File: src/rtl/svc_axi_axil_burst_rd.sv
// Purpose: AXI read bridge that splits FIXED/INCR (and WRAP when SVC_AXI_AXIL_BURST_RD_WRAP_EN is defined) bursts into single-beat AXI-Lite reads.
// Latency: first AXI-Lite AR one cycle after AR accept, then one beat per cycle; R path is a zero-latency pass-through.
// Backpressure: AR issue stalls while the beat tracker is full; R is forwarded only when s_axi_rready and the tracker hold a tag.

// Small synchronous FIFO that holds one tag per AXI-Lite read in flight.
// Latency: head valid the cycle after push; pop is combinational on the head.
// Backpressure: push ignored when full; pop ignored when empty.
module svc_axi_axil_burst_rd_fifo #(
    parameter int WIDTH      = 8,
    parameter int DEPTH_LOG2 = 2
) (
    input  logic             clk,
    input  logic             rst,
    input  logic             i_push,
    input  logic [WIDTH-1:0] i_push_dat,
    input  logic             i_pop,
    output logic [WIDTH-1:0] o_pop_dat,
    output logic             o_full,
    output logic             o_empty
);

    logic [WIDTH-1:0]    r_mem [2**DEPTH_LOG2];
    logic [DEPTH_LOG2:0] r_wr_ptr;
    logic [DEPTH_LOG2:0] r_rd_ptr;
    logic                w_do_push;
    logic                w_do_pop;

    // Extra pointer MSB distinguishes full from empty when the indices match.
    always_comb begin
        o_empty   = (r_wr_ptr == r_rd_ptr);
        o_full    = (r_wr_ptr[DEPTH_LOG2] != r_rd_ptr[DEPTH_LOG2]) &&
                    (r_wr_ptr[DEPTH_LOG2-1:0] == r_rd_ptr[DEPTH_LOG2-1:0]);
        w_do_push = i_push && !o_full;
        w_do_pop  = i_pop && !o_empty;
        o_pop_dat = r_mem[r_rd_ptr[DEPTH_LOG2-1:0]];
    end

    // Pointer update; a reset flushes every stored tag.
    always_ff @(posedge clk) begin
        if (rst) begin
            r_wr_ptr <= '0;
            r_rd_ptr <= '0;
        end else begin
            if (w_do_push) r_wr_ptr <= r_wr_ptr + 1'b1;
            if (w_do_pop)  r_rd_ptr <= r_rd_ptr + 1'b1;
        end
    end

    // Storage write; contents need no reset because the pointers gate them.
    always_ff @(posedge clk) begin
        if (w_do_push) r_mem[r_wr_ptr[DEPTH_LOG2-1:0]] <= i_push_dat;
    end

endmodule

module svc_axi_axil_burst_rd #(
    parameter int AXI_ADDR_WIDTH          = 8,
    parameter int AXI_DATA_WIDTH          = 16,
    parameter int AXI_ID_WIDTH            = 4,
    parameter int AXI_USER_WIDTH          = 1,
    parameter int OUTSTANDING_READS_WIDTH = 2
) (
    input  logic                      clk,
    input  logic                      rst,

    input  logic                      s_axi_arvalid,
    output logic                      s_axi_arready,
    input  logic [AXI_ID_WIDTH-1:0]   s_axi_arid,
    input  logic [AXI_ADDR_WIDTH-1:0] s_axi_araddr,
    input  logic [7:0]                s_axi_arlen,
    input  logic [2:0]                s_axi_arsize,
    input  logic [1:0]                s_axi_arburst,
    input  logic [AXI_USER_WIDTH-1:0] s_axi_aruser,

    output logic                      s_axi_rvalid,
    input  logic                      s_axi_rready,
    output logic [AXI_ID_WIDTH-1:0]   s_axi_rid,
    output logic [AXI_DATA_WIDTH-1:0] s_axi_rdata,
    output logic [1:0]                s_axi_rresp,
    output logic [AXI_USER_WIDTH-1:0] s_axi_ruser,
    output logic                      s_axi_rlast,

    output logic                      m_axil_arvalid,
    input  logic                      m_axil_arready,
    output logic [AXI_ADDR_WIDTH-1:0] m_axil_araddr,

    input  logic                      m_axil_rvalid,
    output logic                      m_axil_rready,
    input  logic [AXI_DATA_WIDTH-1:0] m_axil_rdata,
    input  logic [1:0]                m_axil_rresp
);

    localparam int BYTES      = AXI_DATA_WIDTH / 8;
    localparam int LOG2_BYTES = $clog2(BYTES);

    typedef enum logic {
        S_IDLE  = 1'b0,
        S_ISSUE = 1'b1
    } state_t;

    typedef struct packed {
        logic [AXI_ID_WIDTH-1:0]   id;
        logic [AXI_USER_WIDTH-1:0] user;
        logic                      last;
    } trk_t;

    state_t                    r_state;
    state_t                    w_state_nxt;

    logic [AXI_ADDR_WIDTH-1:0] r_addr;
    logic [7:0]                r_len;
    logic [2:0]                r_size;
    logic [1:0]                r_burst;
    logic [AXI_ID_WIDTH-1:0]   r_id;
    logic [AXI_USER_WIDTH-1:0] r_user;
    logic [7:0]                r_beat;

    logic                      w_ar_accept;
    logic                      w_lite_ar_hs;
    logic                      w_last;
    logic [AXI_ADDR_WIDTH-1:0] w_beat_bytes;
    logic [AXI_ADDR_WIDTH-1:0] w_addr_incr;
    logic [AXI_ADDR_WIDTH-1:0] w_addr_nxt;
`ifdef SVC_AXI_AXIL_BURST_RD_WRAP_EN
    logic [AXI_ADDR_WIDTH-1:0] w_span;
    logic [AXI_ADDR_WIDTH-1:0] w_lower;
    logic [AXI_ADDR_WIDTH-1:0] w_addr_wrap;
`endif

    trk_t                      w_trk_push;
    trk_t                      w_trk_head;
    logic                      w_trk_full;
    logic                      w_trk_empty;
    logic                      w_r_hs;

    // Handshake qualifiers shared by the FSM and the datapath.
    always_comb begin
        w_ar_accept  = s_axi_arvalid && s_axi_arready;
        w_lite_ar_hs = m_axil_arvalid && m_axil_arready;
        w_last       = (r_beat == r_len);
    end

    // State register.
    always_ff @(posedge clk) begin
        if (rst) r_state <= S_IDLE;
        else     r_state <= w_state_nxt;
    end

    // Next state and AR-side handshake outputs; arready depends only on state and rst.
    always_comb begin
        w_state_nxt    = r_state;
        s_axi_arready  = 1'b0;
        m_axil_arvalid = 1'b0;
        case (r_state)
            S_IDLE: begin
                s_axi_arready = !rst;
                if (s_axi_arvalid && !rst) w_state_nxt = S_ISSUE;
            end
            S_ISSUE: begin
                m_axil_arvalid = !w_trk_full && !rst;
                if (m_axil_arvalid && m_axil_arready && w_last) w_state_nxt = S_IDLE;
            end
            default: w_state_nxt = S_IDLE;
        endcase
    end

    // Per-beat address advance; size is already clamped to the bus width.
    always_comb begin
        w_beat_bytes = AXI_ADDR_WIDTH'(1) << r_size;
        w_addr_incr  = (r_addr & ~(w_beat_bytes - 1'b1)) + w_beat_bytes;
`ifdef SVC_AXI_AXIL_BURST_RD_WRAP_EN
        w_span       = w_beat_bytes * AXI_ADDR_WIDTH'({1'b0, r_len} + 9'd1);
        w_lower      = r_addr & ~(w_span - 1'b1);
        w_addr_wrap  = w_lower + ((r_addr + w_beat_bytes - w_lower) & (w_span - 1'b1));
`endif
        if (r_burst == 2'b00) begin
            w_addr_nxt = r_addr;
`ifdef SVC_AXI_AXIL_BURST_RD_WRAP_EN
        end else if (r_burst == 2'b10) begin
            w_addr_nxt = w_addr_wrap;
`endif
        end else begin
            w_addr_nxt = w_addr_incr;
        end
    end

    // Burst context capture on AR accept, then address/beat advance per issued beat.
    always_ff @(posedge clk) begin
        if (rst) begin
            r_addr  <= '0;
            r_len   <= '0;
            r_size  <= '0;
            r_burst <= '0;
            r_id    <= '0;
            r_user  <= '0;
            r_beat  <= '0;
        end else if (w_ar_accept) begin
            r_addr  <= s_axi_araddr;
            r_len   <= s_axi_arlen;
            r_size  <= (s_axi_arsize > 3'(LOG2_BYTES)) ? 3'(LOG2_BYTES) : s_axi_arsize;
            r_burst <= s_axi_arburst;
            r_id    <= s_axi_arid;
            r_user  <= s_axi_aruser;
            r_beat  <= '0;
        end else if (w_lite_ar_hs) begin
            r_addr  <= w_addr_nxt;
            r_beat  <= r_beat + 8'd1;
        end
    end

    // Tag pushed per issued AXI-Lite read so each response is labelled with its burst.
    always_comb begin
        w_trk_push.id   = r_id;
        w_trk_push.user = r_user;
        w_trk_push.last = w_last;
        m_axil_araddr   = r_addr;
    end

    svc_axi_axil_burst_rd_fifo #(
        .WIDTH      ($bits(trk_t)),
        .DEPTH_LOG2 (OUTSTANDING_READS_WIDTH)
    ) u_tracker (
        .clk        (clk),
        .rst        (rst),
        .i_push     (w_lite_ar_hs),
        .i_push_dat (w_trk_push),
        .i_pop      (w_r_hs),
        .o_pop_dat  (w_trk_head),
        .o_full     (w_trk_full),
        .o_empty    (w_trk_empty)
    );

    // R pass-through; a response with no outstanding tag is held off and never forwarded.
    always_comb begin
        s_axi_rvalid  = m_axil_rvalid && !w_trk_empty;
        m_axil_rready = s_axi_rready && !w_trk_empty;
        w_r_hs        = s_axi_rvalid && s_axi_rready;
        s_axi_rdata   = m_axil_rdata;
        s_axi_rresp   = m_axil_rresp;
        s_axi_rid     = w_trk_empty ? '0 : w_trk_head.id;
        s_axi_ruser   = w_trk_empty ? '0 : w_trk_head.user;
        s_axi_rlast   = w_trk_empty ? 1'b0 : w_trk_head.last;
    end

endmodule

File: config.mk
export PLATFORM = sky130hd
export DESIGN_NAME = svc_axi_axil_burst_rd
export DESIGN_NICKNAME = d
export VERILOG_FILES = /design/src/rtl/svc_axi_axil_burst_rd.sv
export SDC_FILE = /design/constraint.sdc
export NUM_CORES = 1
export LEC_CHECK = 0
export ABC_AREA = 1
export CAP_MARGIN = 10
export CORE_MARGIN = 2
export CORE_UTILIZATION = 28
export CTS_CLUSTER_SIZE = 8
export DETAILED_ROUTE_END_ITERATION = 10
export MAX_ROUTING_LAYER = met4
export SLEW_MARGIN = 20
export SYNTH_ARGS = -nofsm -noshare
export SYNTH_HDL_FRONTEND = slang
export SYNTH_SLANG_ARGS = --single-unit
File: constraint.sdc
create_clock -name clk -period 2.05 [get_ports clk]
set_input_delay 0.41 -clock clk [delete_from_list [all_inputs] [get_ports clk]]
set_output_delay 0.41 -clock clk [all_outputs]
set_load 0.03 [all_outputs]
==> qor.yml <==
status: "finished, final reports clean"
maxSlewHeadroom_pct: 72.1
final_core_util_pct: 35.7
synth_mux_area_share_pct: 0
ctsHoldBuffers: 0
finalCriticalPeriod_ps: 1920
synth_top_area_cell: "dfxtp_1"
crit_family: "buffers and inverters"
synthCells: 392
cpMostUsedCell: "buf_4"
comb_power_share_pct: 10.8
ioPinCount: 86
die_w_microns: 114
rr_startpoint: "r_size[2]"
avgRoutedWirePerCell_microns: 12.6
numCtsBuffers: 9
coreArea_sq_um: 11900
hp-start: "r_burst[1]"
max_cap_viol_count: 0
synth_edf_count: 24
drt_pass1_iterations: 4
n_fill_cell: 1181
dp_cells: 571
r2r_setup_slack_ps: 230
start_util_pct: 28.4
worstPathCellList: "buf_4, nor2_1, o32ai_1, nand2_1, inv_1, buf_4"
cts_tree: "done"
hp-class: "reg -> reg"
design_area_sq_um: 4240
min_period_over_period_pct: 93.6
grt_usage_pct: 12.2
irDropWorstVdd_v: 0.000434
syn2layout_area_growth_pct: 26.0
synth_commonest_cells: "61 x nand2_1, 52 x nor2_1, 43 x dfxtp_1"
pre_cts_ws_ps: 159
synth_compound_area_share_pct: 13.5
whs_ps: 481
syn_area_per_cell_sq_um: 8.58
hold_viol: 0
critPathArrivalTime_ps: 1510
whs_path_depth: 1
setup_ws_ps: 132
worstReg2RegEnd: "m_axil_araddr[6]"
clockRootBuffer: "clkbuf_16"
die_area_sq_um: 12900
critPathKind: "reg -> out"
diodes: 0
synth_top_family_by_area: "simple AND/OR/NAND/NOR gates"
leakage_nw: 1.77
post_synth_and_or_nand_nor_area_fraction_pct: 20.4
whs_endpoint: "r_burst[1]"
setup_tns_ps: 0
htreeDepth: 3
die_h_microns: 114
clockBufferDepth: 2
power.density_nw_per_um2: 806
synthAdderAreaFrac_pct: 3.35
finalSetupViolCount: 0
crit_path_max_fanout: 12
ant_nets: 0
drc_errors: 0
power.internal_mw: 2.56
gp_congestion: 0.868
clock_latency_ps: 330
rsz0062_at_grt: "no"
reg2regPathDepth: 12
synthTopCellsByArea: "dfxtp_1 26%, edfxtp_1 21%, nand2_1 6.8%"
gr-total-overflow: 0
port_buffers: 49
drv_slew: 0
nets: 494
place_hpwl_microns: 5600
grt_pass1_wl_microns: 12100
clockPowerShare_pct: 46.2
clk_pin_slew_ps: 60
post_dp_cell_area_sq_um: 3900
worst_pin_slew_ps: 417
layout-drive-gt1-share_pct: 14.5
postSynth.asyncResetShare_pct: 0
post_cts_buffers: 0
end_kind: "output port"
grt_pass1_vias: 2559
ys_seq_area_share_pct: 47.0
yosysMostFrequentCell: "nand2_1"
synth-seq-cells: 67
cp_slowest_stage_delay_ps: 370
clkSinkCount: 67
p_sw_share_pct: 25.1
syn_nets: 451
yosysWarnings: 0
synth_top_area_share_pct: 25.6
vias: 2632
switching_power_uw: 857
crit_slowest_cell: "dfxtp_1"
antenna_found_initial: 0
drt_iter0_markers: 120
seq_power_share_pct: 43.0
grt_max_degree: 16
start_kind: "flop"
power_mw: 3.42
vias_per_cell: 4.48
syn_area_sq_um: 3360
cp.required_ps: 1640
synthXorXnorAreaFrac_pct: 4.69
critPathBufInv: 3
ys_types: 34
routed_wl_microns: 7410
synthFlopType: "dfxtp_1"
fin_skew_ps: 5.42
rows: 40
max_freq_mhz: 521
fin_cells: 587
-- logic make-up after synthesis --
kind of cell	Yosys count
buffers and inverters	74
adder cells (fa/ha/maj)	9
flip-flops	67
AO/OA/AOI/OAI	71
AND/OR/NAND/NOR	153
XOR/XNOR	18
-- per-layer routing --
| metal | share of wire, % | wire [microns] | vias up | track usage [%] |
|---|---|---|---|---|
| met3 | 5.2 | 382 | 9 | 3.35 |
| met1 | 45 | 3340 | 1184 | 14.3 |
| met4 | 1.1 | 79 | 0 | 4.39 |
| met2 | 49 | 3600 | 59 | 20.1 |
| met5 | 0 | 0 | - | - |
| li1 | - | - | 1380 | - |
-- sequential cells by signal (all words and copies together) (netlist names), named ones only --
signal / count
r_len: 8
r_beat: 8
r_id: 4
r_burst: 2
r_state: 1
u_tracker.r_wr_ptr: 3
r_user: 1
u_tracker.r_rd_ptr: 3
u_tracker.r_mem: 24
r_size: 3
m_axil_araddr: 8
-- cell usage in the layout, fill, tap and decap left out, types with 8 or more instances in the layout --
cell type         n
nand2_1          60
nor2_1           51
dfxtp_1          40
clkdlybuf4s50_1  39
inv_1            37
a21oi_1          24
edfxtp_1         24
buf_4            23
o21ai_0          20
a22o_1           15
nand3_1          13
xnor2_1           9
ha_1              9
clkbuf_16         9
nor3_1            8
xor2_1            8
-- worst max path at each step --
stage                                startpoint               endpoint  slack (ps)  cells past startpoint
after floorplan                             rst         m_axil_arvalid         240                      5
after global placement                      rst  u_tracker.r_mem[1][5]         180                      6
after detailed placement              r_size[2]       m_axil_araddr[6]         160                     12
after CTS                 u_tracker.r_wr_ptr[0]           s_axi_rvalid          20                      6
after global routing      u_tracker.r_wr_ptr[2]           s_axi_rvalid          10                      6
final                                      flop           s_axi_rid[2]         130                      6
-- timing repair --
item | in CTS | in global routing
gates resized for setup | 1 | 7
pin swaps | 0 | 0
endpoints found under the setup margin | 7 | 10
-- power by group through the flow --
| stage | Clock [mW] | Combinational (mW) | Sequential, mW |
|---|---|---|---|
| 3_5_place_dp | 0 | 0.372 | 1.50 |
| 6_report | 1.58 | 0.370 | 1.47 |
| 3_3_place_gp | 0 | 0.369 | 1.50 |
| 5_1_grt | 1.67 | 0.410 | 1.48 |
| 2_1_floorplan | 0 | 0.264 | 1.50 |
| 4_1_cts | 1.60 | 0.375 | 1.47 |
-- layout make-up --
| type | count | area (sq um) | share of cell area (%) |
|---|---|---|---|
| multi-input cells | 251 | 1430 | 33.7 |
| well taps | 147 | 184 | 4.34 |
| flip-flops and latches | 67 | 1590 | 37.4 |
| repair buffers | 62 | 563 | 13.3 |
| clock inverters | 7 | 83.8 | 1.98 |
| inverters | 44 | 169 | 3.99 |
| clock buffers | 9 | 225 | 5.31 |
Power figures use the tool's default switching activity.
==> variant (same settings) <==
Build with the macro `SVC_AXI_AXIL_BURST_RD_WRAP_EN` defined.
--- a/src/rtl/svc_axi_axil_burst_rd.sv
+++ b/src/rtl/svc_axi_axil_burst_rd.sv
@@ -5,6 +5,8 @@
 // Small synchronous FIFO that holds one tag per AXI-Lite read in flight.
 // Latency: head valid the cycle after push; pop is combinational on the head.
 // Backpressure: push ignored when full; pop ignored when empty.
+`define SVC_AXI_AXIL_BURST_RD_WRAP_EN
+
 module svc_axi_axil_burst_rd_fifo #(
     parameter int WIDTH      = 8,
     parameter int DEPTH_LOG2 = 2
Check against the original RTL: not equivalent (Yosys sat finds a counterexample within 4 cycles, from zero or initial values and one cycle with rst high).
==> variant against the unedited design <==
The flow now finishes with violations (negative setup slack). Die area rose by 61%. Synthesized area up 63%. Final area grew 92%. Setup slack lost 3.4 ns. Critical path type is now flip-flop to flip-flop. Largest power group is now combinational cells. Count of clock-buffer cells in the layout grew 3. Routed wire length is 120% higher. Clock power decreased by 3%. Sequential cell count did not move. Power is 66% higher.
==> variant: results (changes against the unedited design) <==
worst_slack_ns: -3.26  # -3.39 ns
cellPowerDensity_nw_per_um2: 695  # -14%
gr-usage-met1: 0.199  # +0.0559
worstPathMaxFanout: 7  # -5
final_core_util: 0.420  # +0.0628
synth_xor_area_frac: 0.0350  # -0.0118
dp_hpwl_mm: 12.5  # +120%
synth_compound_area_frac: 0.126  # -0.00860
netlist_instances: 760  # +94%
cpMaxStageDelayCell: "fa_1"
drt-met1-wl_mm: 7.09  # +110%
netlist_top_cells_count: "183 x nand2_1, 122 x inv_1, 70 x nor2_1, 48 x nand3_1"
num-fill-cells: 1935  # +64%
worst_pin_slew_ns: 0.387  # -0.0293 ns
synth_seq_area_share: 0.288  # -0.183
failed_checks: "negative setup slack"
grtUsageMet3: 0.0258  # -0.00765
synth_fp_nets: 872  # +93%
placedCellCount: 1174  # +110%
cpPeakStageDelay_ns: 0.55  # +0.18 ns
synthAdderAreaFrac: 0.167  # +0.134
final_nets: 1046  # +110%
drt_first_pass_iters: 5  # +1
clk_latency_ns: 0.35  # +0.02 ns
dp_slack_ns: -3.45  # -3.60 ns
gp_congestion: 0.890  # +2.4%
cp.arrival_ns: 5.59  # +4.08 ns
switchingPower_w: 0.00201  # +130%
routed_wl_mm: 16.0  # +120%
met2_usage: 0.272  # +0.0712
wl_met3_um: 666  # +74%
avgViaCountPerCell: 4.51  # +0.49%
status: "finished, violations left"
finalSetupViolCount: 8  # +8
grt_util_all_layers: 0.165  # +0.0429
variant: final timing paths:
kind / from / to / slack (ns) / depth (start not counted)
setup / recovery: r_size[2] / m_axil_araddr[7] / -3.26 / 32
hold / removal: r_state / r_state / 0.48 / 2
setup reg to reg: r_size[2] / m_axil_araddr[7] / -3.26 / 32
hold reg to reg: r_state / r_state / 0.48 / 2
variant: cell type report:
| type | count | area [µm²] | area share |
|---|---|---|---|
| Clock inverter | 4 | 51.3 | 0.00630 |
| Clock buffer | 12 | 236 | 0.0290 |
| Timing Repair Buffer | 196 | 1640 | 0.201 |
| Tap cell | 265 | 332 | 0.0407 |
| Multi-Input combinational cell | 528 | 3780 | 0.463 |
| Sequential cell | 67 | 1600 | 0.197 |
| Inverter | 132 | 515 | 0.0633 |
variant: timing repair:
item                       in CTS  in global routing
setup buffers                  11                  3
pin swaps                      43                 25
resized for setup              54                 38
cloned                          0                  0
setup endpoints to repair      16                 18
